## src/rtl/debug_uart_fifo.sv

```systemverilog
// Memory-mapped debug UART: TX FIFO, programmable baud divider, status/irq.
// Optional receiver compiled in when DEBUG_UART_RX_EN is defined.
module debug_uart_fifo #(
  parameter int CLOCK_MHZ = 27,
  parameter int BIT_RATE  = 1_000_000,
  parameter int TX_DEPTH  = 8,
  parameter int DIV_W     = 16
) (
  input  logic        clk,
  input  logic        rst_n,
  input  logic [3:0]  addr_in,
  input  logic [31:0] data_in,
  input  logic [1:0]  data_write_n,
  input  logic [1:0]  data_read_n,
  output logic [31:0] data_out,
  output logic        data_ready,
  output logic        uart_txd,
  input  logic        uart_rxd,
  output logic        irq
);

  localparam int AW = $clog2(TX_DEPTH);
  localparam logic [AW:0] DEPTH_C = (AW+1)'(TX_DEPTH);
  localparam logic [DIV_W-1:0] RESET_DIV = DIV_W'(CLOCK_MHZ*1_000_000/BIT_RATE - 1);

  // Bus handshake: an access is any data_*_n value other than 2'b11 and always
  // completes in the cycle it is presented; data_ready is permanently high.
  logic       wr_en, rd_en, status_wr;
  logic [1:0] reg_sel;

  assign wr_en      = (data_write_n != 2'b11);
  assign rd_en      = (data_read_n != 2'b11);
  assign reg_sel    = addr_in[3:2];
  assign status_wr  = wr_en && (reg_sel == 2'd1);
  assign data_ready = 1'b1;

  logic unused_bus;
  assign unused_bus = ^{addr_in[1:0], data_in[31:8]};

  logic [DIV_W-1:0] div_q;
  logic             tx_empty_ie, tx_ovf;
  logic             rx_valid, rx_ovr, rx_ie;
  logic [7:0]       rx_byte;

  // TX FIFO
  logic [7:0]  mem [TX_DEPTH];
  logic [AW-1:0] wr_ptr, rd_ptr;
  logic [AW:0]   tx_count;
  logic          fifo_empty, fifo_full, push_req, push_ok, tx_pop;

  assign fifo_empty = (tx_count == '0);
  assign fifo_full  = (tx_count == DEPTH_C);
  assign push_req   = wr_en && (reg_sel == 2'd0);
  // A simultaneous pop frees the slot, so a push at full is still accepted.
  assign push_ok    = push_req && (!fifo_full || tx_pop);

  always_ff @(posedge clk) begin
    if (push_ok) mem[wr_ptr] <= data_in[7:0];
  end

  always_ff @(posedge clk or negedge rst_n) begin
    if (!rst_n) begin
      wr_ptr   <= '0;
      rd_ptr   <= '0;
      tx_count <= '0;
    end else begin
      if (push_ok) wr_ptr <= wr_ptr + AW'(1);
      if (tx_pop)  rd_ptr <= rd_ptr + AW'(1);
      case ({push_ok, tx_pop})
        2'b10:   tx_count <= tx_count + (AW+1)'(1);
        2'b01:   tx_count <= tx_count - (AW+1)'(1);
        default: tx_count <= tx_count;
      endcase
    end
  end

  always_ff @(posedge clk or negedge rst_n) begin
    if (!rst_n) begin
      div_q       <= RESET_DIV;
      tx_empty_ie <= 1'b0;
      tx_ovf      <= 1'b0;
    end else begin
      if (wr_en && (reg_sel == 2'd2)) div_q <= data_in[DIV_W-1:0];
      if (wr_en && (reg_sel == 2'd3)) tx_empty_ie <= data_in[0];
      if (status_wr && data_in[4]) tx_ovf <= 1'b0;
      if (push_req && !push_ok) tx_ovf <= 1'b1;
    end
  end

  // TX state machine
  typedef enum logic [1:0] {TX_IDLE, TX_START, TX_DATA, TX_STOP} tx_state_t;
  tx_state_t        tx_state, tx_state_nx;
  logic [DIV_W-1:0] div_lat, tx_cnt;
  logic [2:0]       tx_bit;
  logic [7:0]       tx_shift;
  logic             bit_done, tx_busy;

  assign bit_done = (tx_cnt == div_lat);
  assign tx_busy  = (tx_state != TX_IDLE);

  always_comb begin
    tx_state_nx = tx_state;
    tx_pop      = 1'b0;
    case (tx_state)
      TX_IDLE: if (!fifo_empty) begin
        tx_state_nx = TX_START;
        tx_pop      = 1'b1;
      end
      TX_START: if (bit_done) tx_state_nx = TX_DATA;
      TX_DATA:  if (bit_done && (tx_bit == 3'd7)) tx_state_nx = TX_STOP;
      TX_STOP: if (bit_done) begin
        if (!fifo_empty) begin
          tx_state_nx = TX_START;
          tx_pop      = 1'b1;
        end else begin
          tx_state_nx = TX_IDLE;
        end
      end
      default: tx_state_nx = TX_IDLE;
    endcase
  end

  always_ff @(posedge clk or negedge rst_n) begin
    if (!rst_n) tx_state <= TX_IDLE;
    else        tx_state <= tx_state_nx;
  end

  // Byte and divider are captured at frame start so mid-frame DIV writes wait.
  always_ff @(posedge clk or negedge rst_n) begin
    if (!rst_n) begin
      tx_shift <= 8'h00;
      div_lat  <= '0;
      tx_cnt   <= '0;
      tx_bit   <= 3'd0;
    end else if (tx_pop) begin
      tx_shift <= mem[rd_ptr];
      div_lat  <= div_q;
      tx_cnt   <= '0;
      tx_bit   <= 3'd0;
    end else if (tx_busy) begin
      if (bit_done) begin
        tx_cnt <= '0;
        if (tx_state == TX_DATA) begin
          tx_shift <= {1'b0, tx_shift[7:1]};
          tx_bit   <= tx_bit + 3'd1;
        end
      end else begin
        tx_cnt <= tx_cnt + DIV_W'(1);
      end
    end
  end

  assign uart_txd = (tx_state == TX_START) ? 1'b0 :
                    (tx_state == TX_DATA)  ? tx_shift[0] : 1'b1;

`ifdef DEBUG_UART_RX_EN
  typedef enum logic [1:0] {RX_IDLE, RX_START, RX_DATA, RX_STOP} rx_state_t;
  rx_state_t        rx_state, rx_state_nx;
  logic [1:0]       rx_sync;
  logic             rxd_s, rxd_prev, rx_done, data_rd;
  logic [DIV_W-1:0] rx_cnt;
  logic [DIV_W:0]   rx_half;
  logic [2:0]       rx_bit;
  logic [7:0]       rx_shift;
  logic             rx_half_hit, rx_bit_done;

  assign rxd_s       = rx_sync[1];
  assign data_rd     = rd_en && (reg_sel == 2'd0);
  assign rx_half     = ({1'b0, div_q} + (DIV_W+1)'(1)) >> 1;
  assign rx_half_hit = ({1'b0, rx_cnt} == rx_half);
  assign rx_bit_done = (rx_cnt == div_q);

  always_comb begin
    rx_state_nx = rx_state;
    case (rx_state)
      RX_IDLE:  if (rxd_prev && !rxd_s) rx_state_nx = RX_START;
      RX_START: if (rx_half_hit) rx_state_nx = rxd_s ? RX_IDLE : RX_DATA;
      RX_DATA:  if (rx_bit_done && (rx_bit == 3'd7)) rx_state_nx = RX_STOP;
      RX_STOP:  if (rx_bit_done) rx_state_nx = RX_IDLE;
      default:  rx_state_nx = RX_IDLE;
    endcase
  end

  always_ff @(posedge clk or negedge rst_n) begin
    if (!rst_n) rx_state <= RX_IDLE;
    else        rx_state <= rx_state_nx;
  end

  // After the half-bit start check the counter runs full bit periods, so every
  // later sample lands mid-bit.
  always_ff @(posedge clk or negedge rst_n) begin
    if (!rst_n) begin
      rx_sync  <= 2'b11;
      rxd_prev <= 1'b1;
      rx_cnt   <= '0;
      rx_bit   <= 3'd0;
      rx_shift <= 8'h00;
      rx_done  <= 1'b0;
    end else begin
      rx_sync  <= {rx_sync[0], uart_rxd};
      rxd_prev <= rxd_s;
      rx_done  <= (rx_state == RX_STOP) && rx_bit_done && rxd_s;
      case (rx_state)
        RX_IDLE: begin
          rx_cnt <= '0;
          rx_bit <= 3'd0;
        end
        RX_START: rx_cnt <= rx_half_hit ? '0 : rx_cnt + DIV_W'(1);
        RX_DATA: begin
          if (rx_bit_done) begin
            rx_cnt   <= '0;
            rx_shift <= {rxd_s, rx_shift[7:1]};
            rx_bit   <= rx_bit + 3'd1;
          end else begin
            rx_cnt <= rx_cnt + DIV_W'(1);
          end
        end
        default: rx_cnt <= rx_bit_done ? '0 : rx_cnt + DIV_W'(1);
      endcase
    end
  end

  always_ff @(posedge clk or negedge rst_n) begin
    if (!rst_n) begin
      rx_byte  <= 8'h00;
      rx_valid <= 1'b0;
      rx_ovr   <= 1'b0;
      rx_ie    <= 1'b0;
    end else begin
      if (wr_en && (reg_sel == 2'd3)) rx_ie <= data_in[1];
      if (status_wr && data_in[5]) rx_ovr <= 1'b0;
      if (rx_done) begin
        rx_byte  <= rx_shift;
        rx_valid <= 1'b1;
        if (rx_valid) rx_ovr <= 1'b1;
      end else if (data_rd) begin
        rx_valid <= 1'b0;
      end
    end
  end
`else
  logic unused_rxd;
  assign unused_rxd = uart_rxd;
  assign rx_valid   = 1'b0;
  assign rx_ovr     = 1'b0;
  assign rx_ie      = 1'b0;
  assign rx_byte    = 8'h00;
`endif

  logic [31:0] rd_mux;
  always_comb begin
    rd_mux = 32'h0;
    case (reg_sel)
      2'd0: rd_mux = {24'h0, rx_byte};
      2'd1: rd_mux = {16'h0, 8'(tx_count), 2'b00, rx_ovr, tx_ovf,
                      rx_valid, fifo_full, fifo_empty, tx_busy};
      2'd2: rd_mux = 32'(div_q);
      default: rd_mux = {30'h0, rx_ie, tx_empty_ie};
    endcase
  end

  assign data_out = rd_en ? rd_mux : 32'h0;
  assign irq = (tx_empty_ie & fifo_empty & ~tx_busy) | (rx_ie & rx_valid);

endmodule
```

## config.mk

```make
export PLATFORM = sky130hd
export DESIGN_NAME = debug_uart_fifo
export DESIGN_NICKNAME = d
export VERILOG_FILES = /design/src/rtl/debug_uart_fifo.sv
export SDC_FILE = /design/constraint.sdc
export NUM_CORES = 1
export LEC_CHECK = 0
export ABC_AREA = 1
export BUFFER_PORTS_ARGS = -buffer_cell sky130_fd_sc_hd__buf_4
export CORE_MARGIN = 2
export CORE_UTILIZATION = 55
export DETAILED_ROUTE_END_ITERATION = 16
export HOLD_SLACK_MARGIN = 0.05
export PLACE_DENSITY = 0.76
export SKIP_LAST_GASP = 1
export SLEW_MARGIN = 10
export SYNTH_ARGS = -nofsm -noshare
export SYNTH_HDL_FRONTEND = slang
export SYNTH_SLANG_ARGS = --single-unit
export TNS_END_PERCENT = 5
```

## constraint.sdc

```tcl
create_clock -name clk -period 3.85 [get_ports clk]
set_clock_uncertainty 0.1 [all_clocks]
set_input_delay 0.77 -clock clk [delete_from_list [all_inputs] [get_ports clk]]
set_output_delay 0.77 -clock clk [all_outputs]
set_load 0.005 [all_outputs]
```

==> impl_summary.md, run 1 <==
Status
The run finished with clean final reports.

Pwr
The final total power is 3.70 mW. The power density over cell area is 488 nW/um^2. The worst vdd rail ir drop is 0.359 mV. The static leakage is 3.44 nW.

Setup path
STA classifies the critical path endpoint as a flop. The startpoint identified for the worst register-to-register timing path is div_lat[8]. The type of element launching the critical path is a flop. The number of cells on the worst reg-to-reg path is 13. The destination of the worst register-to-register timing path is mem[2][5]. In this run the worst setup path begins at div_lat[8]. In this design, the stage delay of the slowest critical-path cell is 450 ps. At the worst endpoint, the required time is 3870 ps. The biggest fanout along the worst timing path is 42. The cell at the slowest stage of the critical path is sky130_fd_sc_hd__dfrtp_1. The setup slack of the most critical reg-to-reg path is 950 ps. The number of stages on the worst setup path is 13. For the worst setup path, the data arrival time is 2920 ps. The type of the worst setup path is flop to flop. Walking the worst path, the cells encountered are inv_1 -> nand2_1 -> nand2_1 -> nor2_1 -> nand2_1 -> nor2_1 -> nand3_1 -> nand2_2 -> nand2_4 -> nand2_1 -> nand2_1 -> nor3_1 -> buf_4. The cell with the most instances on the worst path is sky130_fd_sc_hd__nand2_1.

The number of buffer and inverter stages on the critical path is 2. Grouping stages by cell kind, the critical path spends the most delay in simple AND/OR/NAND/NOR gates. In this run the worst setup path terminates at mem[2][5].

CTS
The H-tree was split into 4 levels. After clock tree synthesis, the setup repair step added 0 buffers. TritonCTS built the clock tree. The number of clock sinks is 137. Clock latency on the worst-skew pair, taken at its later pin, is 420 ps. The longest clock path from root to sink contains 2 buffers. The number of buffers created by CTS is 17. The CTS clock-pin slew for the worst setup and hold paths is 60 ps. The count of hold buffers inserted by post-cts repair is 0.

The master cell of the clock root buffer is sky130_fd_sc_hd__clkbuf_16. The number of gates resized after CTS was 0.

Cells and area
The area added between synthesis and finish is 14.4%. The finished cells cover 7580 sq um. In the final design database the tool counted 832 nets.

The final instance count without filler cells is 939. The fraction of final layout cells sized beyond drive strength 1 is 13.4%. The number of antenna diodes in the final layout is 0.

Synthesis
The synthesized netlist devotes 1.89% of its cell area to adder and majority cells. The count of unique library cells instantiated by Yosys is 40. Summed over its instances, the top area cell type makes up 29.0% of the synthesized netlist area. The share of synthesized registers carrying an async set or reset is 53.3%. For this run, the register share of the synthesized area comes to 56.6%. In the synthesized netlist, the number of instances is 735. Summing the areas of all and, or, nand and nor instances in the mapped netlist gives 20.8% of the synthesized area. The top flip-flop cell by instance count after synthesis is sky130_fd_sc_hd__dfrtp_1. The cell with the most instances after synthesis is sky130_fd_sc_hd__nand2_1. By area the synthesized netlist is led by sky130_fd_sc_hd__edfxtp_1 (29%), sky130_fd_sc_hd__dfrtp_1 (26%), sky130_fd_sc_hd__nand2_1 (10%), sky130_fd_sc_hd__nor2_1 (5.1%), sky130_fd_sc_hd__o21ai_0 (4.8%). The post-synthesis instance area is 6630 sq um. Summing the areas of all compound-gate instances in the mapped netlist gives 10.3% of the synthesized area.

Ranked by instance count, the synthesized netlist is headed by sky130_fd_sc_hd__nand2_1 (179), sky130_fd_sc_hd__nor2_1 (90), sky130_fd_sc_hd__inv_1 (72). Counting flops and latches in the post-synthesis netlist gives 137. For this run, the number of Yosys warnings is 0. The post-synthesis average cell area is 9.01 sq um. The synthesized design spends more area on one cell type than any other, namely sky130_fd_sc_hd__edfxtp_1.

After synthesis, the largest family of logic cells by area is simple AND/OR/NAND/NOR gates. After Yosys synthesis, XOR and XNOR cells account for 1.72% of the synthesized area. The multiplexer fraction of the synthesized cell area is 0.340%. The number of enable flip-flop cells after synthesis is 64.

Floorplanning
For this configuration, the core starts out at a cell density of 55.9%. The total area inside the core boundary comes to 11900 sq um. In this run the vertical extent of the chip is 114 um. The width of the die is 114 um.

The number of I/O pins is 78. The initialized floorplan defines 40 standard-cell rows. The floorplan step defined a die boundary enclosing 12900 sq um.

Placement
The final weighted congestion of routability-driven global placement is 0.897. The detailed placement HPWL is 9.54 mm. Once placement finished, the instance area stood at 7000 sq um. Input and output buffers added on the ports amount to 41. The setup slack after placement is 986 ps. After detailed placement, the design holds a cell count of 907.

Routing
In the routed layout, each cell is associated on average with a via count of 5.40. The detailed router finished its first iteration with 390 violations. The detailed-route wire length is 14.3 mm. For this run, design rule violations remaining after detail routing come to 0. Detailed routing inserted a total of 5066 vias.

The pre-antenna-repair detailed-routing pass consisted of 5 iterations. The number of nets with antenna violations after detailed routing is 0. The routed length per placed instance is 15.2 um.

STA
The final hold violation count is 0. The minimum clock period after layout is 2900 ps. The total of endpoints with negative setup slack in the final report is 0. The setup TNS is 0 ps.

The number of pins exceeding their max-slew limit in the final report is 0. Based on the critical path, the design can be clocked at up to 345 MHz. The transition at the pin with the smallest max-transition slack is 1070 ps. In this run the tightest slew margin relative to its limit is 28.4%.

Setup repair after global routing left no endpoint under its margin. The final critical path takes up 75.3% of the cycle. The worst path meets setup with 950 ps of slack.

Global routing
The number of global-route vias before repair is 4802. Summed over all layers, the global routing overflow is 0. The wire length of the first global-routing pass is 23.3 mm. Across every metal layer, demand over resource in global routing totals 23.5%.

Entering global routing, the biggest net connects 74 pins. The number of antenna violations at the first check in global routing is 0.

Flow run
The max-cap violation count is 0.

Min path
The class of the tightest hold or removal check is input pin to asynchronous set/reset pin.
[registers in the layout, summed over array words and instances (netlist names)]
name,count
tx_cnt,16
mem,64
tx_count,4
tx_state,2
div_lat,16
tx_bit,3
div_q,16
wr_ptr,3
tx_ovf,1
tx_empty_ie,1
tx_shift,8
rd_ptr,3
[worst min-delay path by stage]
stage                start          end  cells past startpoint
4_1_cts        tx_shift[7]  tx_shift[7]                      2
6_report             rst_n  tx_shift[3]                      1
2_1_floorplan  tx_empty_ie  tx_empty_ie                      2
3_3_place_gp     tx_bit[1]    tx_bit[1]                      2
3_5_place_dp   tx_shift[7]  tx_shift[7]                      2
5_1_grt        tx_shift[7]  tx_shift[7]                      2
[layout by cell type (no fill, tap or decap), types with 6 or more instances in the layout]
master,n
sky130_fd_sc_hd__inv_1,72
sky130_fd_sc_hd__edfxtp_1,64
sky130_fd_sc_hd__buf_4,52
sky130_fd_sc_hd__nand2_2,6
sky130_fd_sc_hd__nand2_1,179
sky130_fd_sc_hd__a21oi_1,34
sky130_fd_sc_hd__nand3_1,18
sky130_fd_sc_hd__nor3_1,26
sky130_fd_sc_hd__xor2_1,13
sky130_fd_sc_hd__nor2_1,90
sky130_fd_sc_hd__conb_1,17
sky130_fd_sc_hd__dfrtp_1,70
sky130_fd_sc_hd__ha_1,10
sky130_fd_sc_hd__o21ai_0,63
sky130_fd_sc_hd__clkbuf_16,17
sky130_fd_sc_hd__o32ai_1,12
[through the flow]
step | utilization, % | hold slack (ps)
floorplan | - | 353
global placement | 59.0 | 371
detailed placement | 59.0 | 374
CTS | 63.9 | 389
global route | 63.9 | 425
finish | 63.9 | 374
[routing by layer]
layer / up-vias / GRT usage (%) / wire, um
met5: - / 0 / 0
met4: 0 / 7.80 / 244
met3: 22 / 6.70 / 943
met2: 169 / 36.2 / 6640
met1: 2399 / 32.5 / 6420
li1: 2476 / - / -
[logic make-up after synthesis]
family,after synthesis
mux,2
flops,137
compound gates,120
buf+inv,119
other cells,2
xor+xnor,13
fa+ha+maj,10
simple gates,332
[power by group]
group | switching, mW | leakage, nW | internal, mW
Combinational | 0.246 | 1.73 | 0.141
Sequential | 0.0842 | 1.43 | 1.66
Clock | 0.650 | 0.276 | 0.920
Total | 0.980 | 3.44 | 2.72
[layout make-up]
type	instances	area [sq um]
sequential	137	3750
multi-input combinational	494	2380
clock buffer	18	439
fill	917	4280
timing repair buffer	52	390
tap	147	184
inverter	77	294
clock inverter	14	136
Power figures use the tool's default switching activity.
==> run 2, diff against run 1 <==
--- a/config.mk
+++ b/config.mk
@@ -8,7 +8,7 @@
 export ABC_AREA = 1
 export BUFFER_PORTS_ARGS = -buffer_cell sky130_fd_sc_hd__buf_4
 export CORE_MARGIN = 2
-export CORE_UTILIZATION = 55
+export CORE_UTILIZATION = 53
 export DETAILED_ROUTE_END_ITERATION = 16
 export HOLD_SLACK_MARGIN = 0.05
 export PLACE_DENSITY = 0.76
==> constraint.sdc (replaced) <==
create_clock -name clk -period 2.5 [get_ports clk]
set_clock_uncertainty 0.1 [all_clocks]
set_input_delay 0.5 -clock clk [delete_from_list [all_inputs] [get_ports clk]]
set_output_delay 0.5 -clock clk [all_outputs]
set_load 0.005 [all_outputs]
==> impl_summary.md, run 2 (same netlist as run 1, synthesis figures left out) <==
Routing
The number of search-and-repair iterations in the first detailed-routing pass is 7. The routed length per placed instance is 15.3 um. In this run, the number of DRC markers left after iteration 0 of detailed routing was 494. The detailed-route via count is 5173.

Summed over all layers, the routed wires come to 14.9 mm. The number of remaining DRC errors is 0. The number of nets with antenna violations after detailed routing is 0. The post-detailed-route via-to-cell ratio is 5.31.

Floorplanning
The core region is 12100 sq um. In this run the core area contains 40 standard-cell rows. The initial core utilization is 54.7%. The floorplan step defined a die boundary enclosing 13400 sq um. The die span in y is 116 um.

The width of the die is 116 um. The number of I/O pins is 78.

Pwr
The static leakage is 3.56 nW. In this run the power density over the cells is 761 nW/um^2. The worst vdd rail ir drop is 0.552 mV.

Placement
Once placement completed, the tool counted placed cells totaling 939. The detailed placement HPWL is 9.86 mm. The final weighted congestion of routability-driven global placement is 0.841. The count of input and output buffers is 41.

Setup path
The type of the worst setup path is flop to output port. The critical path goes through inv_1 -> ha_1 -> buf_6 -> a21oi_2 -> a21oi_1 -> a311oi_2 -> buf_4. The type of element launching the critical path is a flop.

In this run the worst path has a maximum fanout of 9. For this design, the slowest cell found on the critical path is sky130_fd_sc_hd__dfrtp_1. At the worst endpoint, the required time is 1900 ps. STA puts the critical path data arrival time at 1880 ps. For this run, the slowest stage of the critical path takes 350 ps. The sort of element at the end of the critical path is an output port.

Cells and area
The register with the most flip-flops is mem. The number of nets in the final layout is 847. The register with the most flip-flops in the layout has 64 of them. The finished layout holds 975 standard cells, fillers aside. Leaving out fill and tap cells, the most frequent cells in the layout are sky130_fd_sc_hd__nand2_1 (178), sky130_fd_sc_hd__nor2_1 (88), sky130_fd_sc_hd__inv_1 (70). The most frequent standard cell in the layout excluding fill and tap cells is sky130_fd_sc_hd__nand2_1. The count of antenna diodes in the layout is 0. Cells with a size suffix above 1 make up 16.6% of the layout.

The area added between synthesis and finish is 18.7%. Measured on the finished design, the core utilization comes to 64.9%. The layout filler cell count is 970.

CTS
The number of buffers created by CTS is 17. TritonCTS built the clock tree. CTS saw 137 sinks.

The worst-case clock buffer depth is 2. At the later pin of the worst-skew pair, clock insertion delay measures 420 ps. Clock-pin slew was measured on the worst setup and hold paths at 60 ps.

The cell sitting at the root of the clock tree is a sky130_fd_sc_hd__clkbuf_16. CTS built an H-tree with a depth of 4.

STA
After layout, the worst path uses 99.1% of the clock period. Setup repair after global routing could not meet its margin everywhere. Setup violations remaining at the end of the flow were counted as 0.

Static timing analysis puts the maximum clock frequency at 404 MHz. The number of pins exceeding their max-slew limit in the final report was 0. The worst pin sits at a relative slew slack of 64.8%. The final hold violation count is 0. The minimum clock period after layout is 2480 ps.

At the pin with the least slew margin, the transition time is 526 ps.

Global routing
The maximum number of pins on one net before global-route repair is 42. The number of global-route vias before repair was 4959. The global-route usage over all layers is 23.8%. The first global-routing pass estimated 24.2 mm of wire. The number of antenna violations at the first check in global routing came to 0.

The total congestion overflow is 0.

Flow run
Max-cap violations in this run came to 0.

Min path
The path class of the tightest hold or removal check is input pin to flop.

Status
The run finished with clean final reports.
-- run 2: area by class of cell --
class / count / area (sq um) / share of cell area (%)
timing repair buffer: 67 / 534 / 6.80
multi-input combinational: 494 / 2440 / 31.0
tap: 168 / 210 / 2.67
inverter: 77 / 294 / 3.74
sequential: 137 / 3750 / 47.8
clock buffer: 17 / 425 / 5.41
clock inverter: 15 / 204 / 2.59
-- run 2: timing repair --
item                                    4_1_cts  5_1_grt
hold buffers                                  1        0
hold endpoints to repair                     30        0
setup buffers                                 2        1
pin swaps                                     1        4
endpoints found under the setup margin        7       88
gates resized for setup                       4       14
-- run 2: final timing paths --
path / cells past startpoint / to / from / slack (ps)
max: 7 / data_out[0] / tx_state[0] / 20
min: 1 / mem[7][0] / data_in[0] / 220
max reg2reg: 17 / tx_count[2] / div_lat[8] / 140
min reg2reg: 2 / tx_bit[1] / tx_bit[1] / 410
max in group asynchronous: 3 / div_q[1] / rst_n / 1250
min in group asynchronous: 2 / tx_shift[1] / rst_n / 470
-- run 2: report_power, final --
group	leakage, nW	internal (mW)	switching, mW	total, mW
Combinational	1.82	0.236	0.404	0.640
Clock	0.307	1.61	1.04	2.66
Sequential	1.43	2.55	0.133	2.69
-- run 2: worst max-delay path, delay by kind of cell, from the launching register on --
family,cells,cell delay [ps]
flip-flops,1,350
buffers and inverters,3,410
AO/OA/AOI/OAI,3,480
adder cells (fa/ha/maj),1,220
-- run 2: per-stage QoR --
| step | area (sq um) | setup WS, ps | hold WS, ps | power, mW | TNS [ps] |
|---|---|---|---|---|---|
| floorplan | 6680 | -250 | 104 | 3.08 | -15990 |
| global placement | 7140 | 35.3 | 363 | 3.29 | 0 |
| detailed placement | 7140 | 7.97 | 367 | 3.34 | 0 |
| CTS | 7810 | -12.1 | 209 | 5.97 | -12.1 |
| global route | 7860 | -82.5 | 217 | 6.22 | -607 |
| finish | 7860 | 22.9 | 218 | 5.98 | 0 |
-- run 2: routing by layer --
metal / vias to the layer above / global-route usage (%) / wire (um)
met3: 30 / 5.28 / 1010
met5: - / 0 / 0
met2: 190 / 37.3 / 7060
li1: 2508 / - / -
met4: 0 / 8.17 / 319
met1: 2445 / 33.4 / 6510
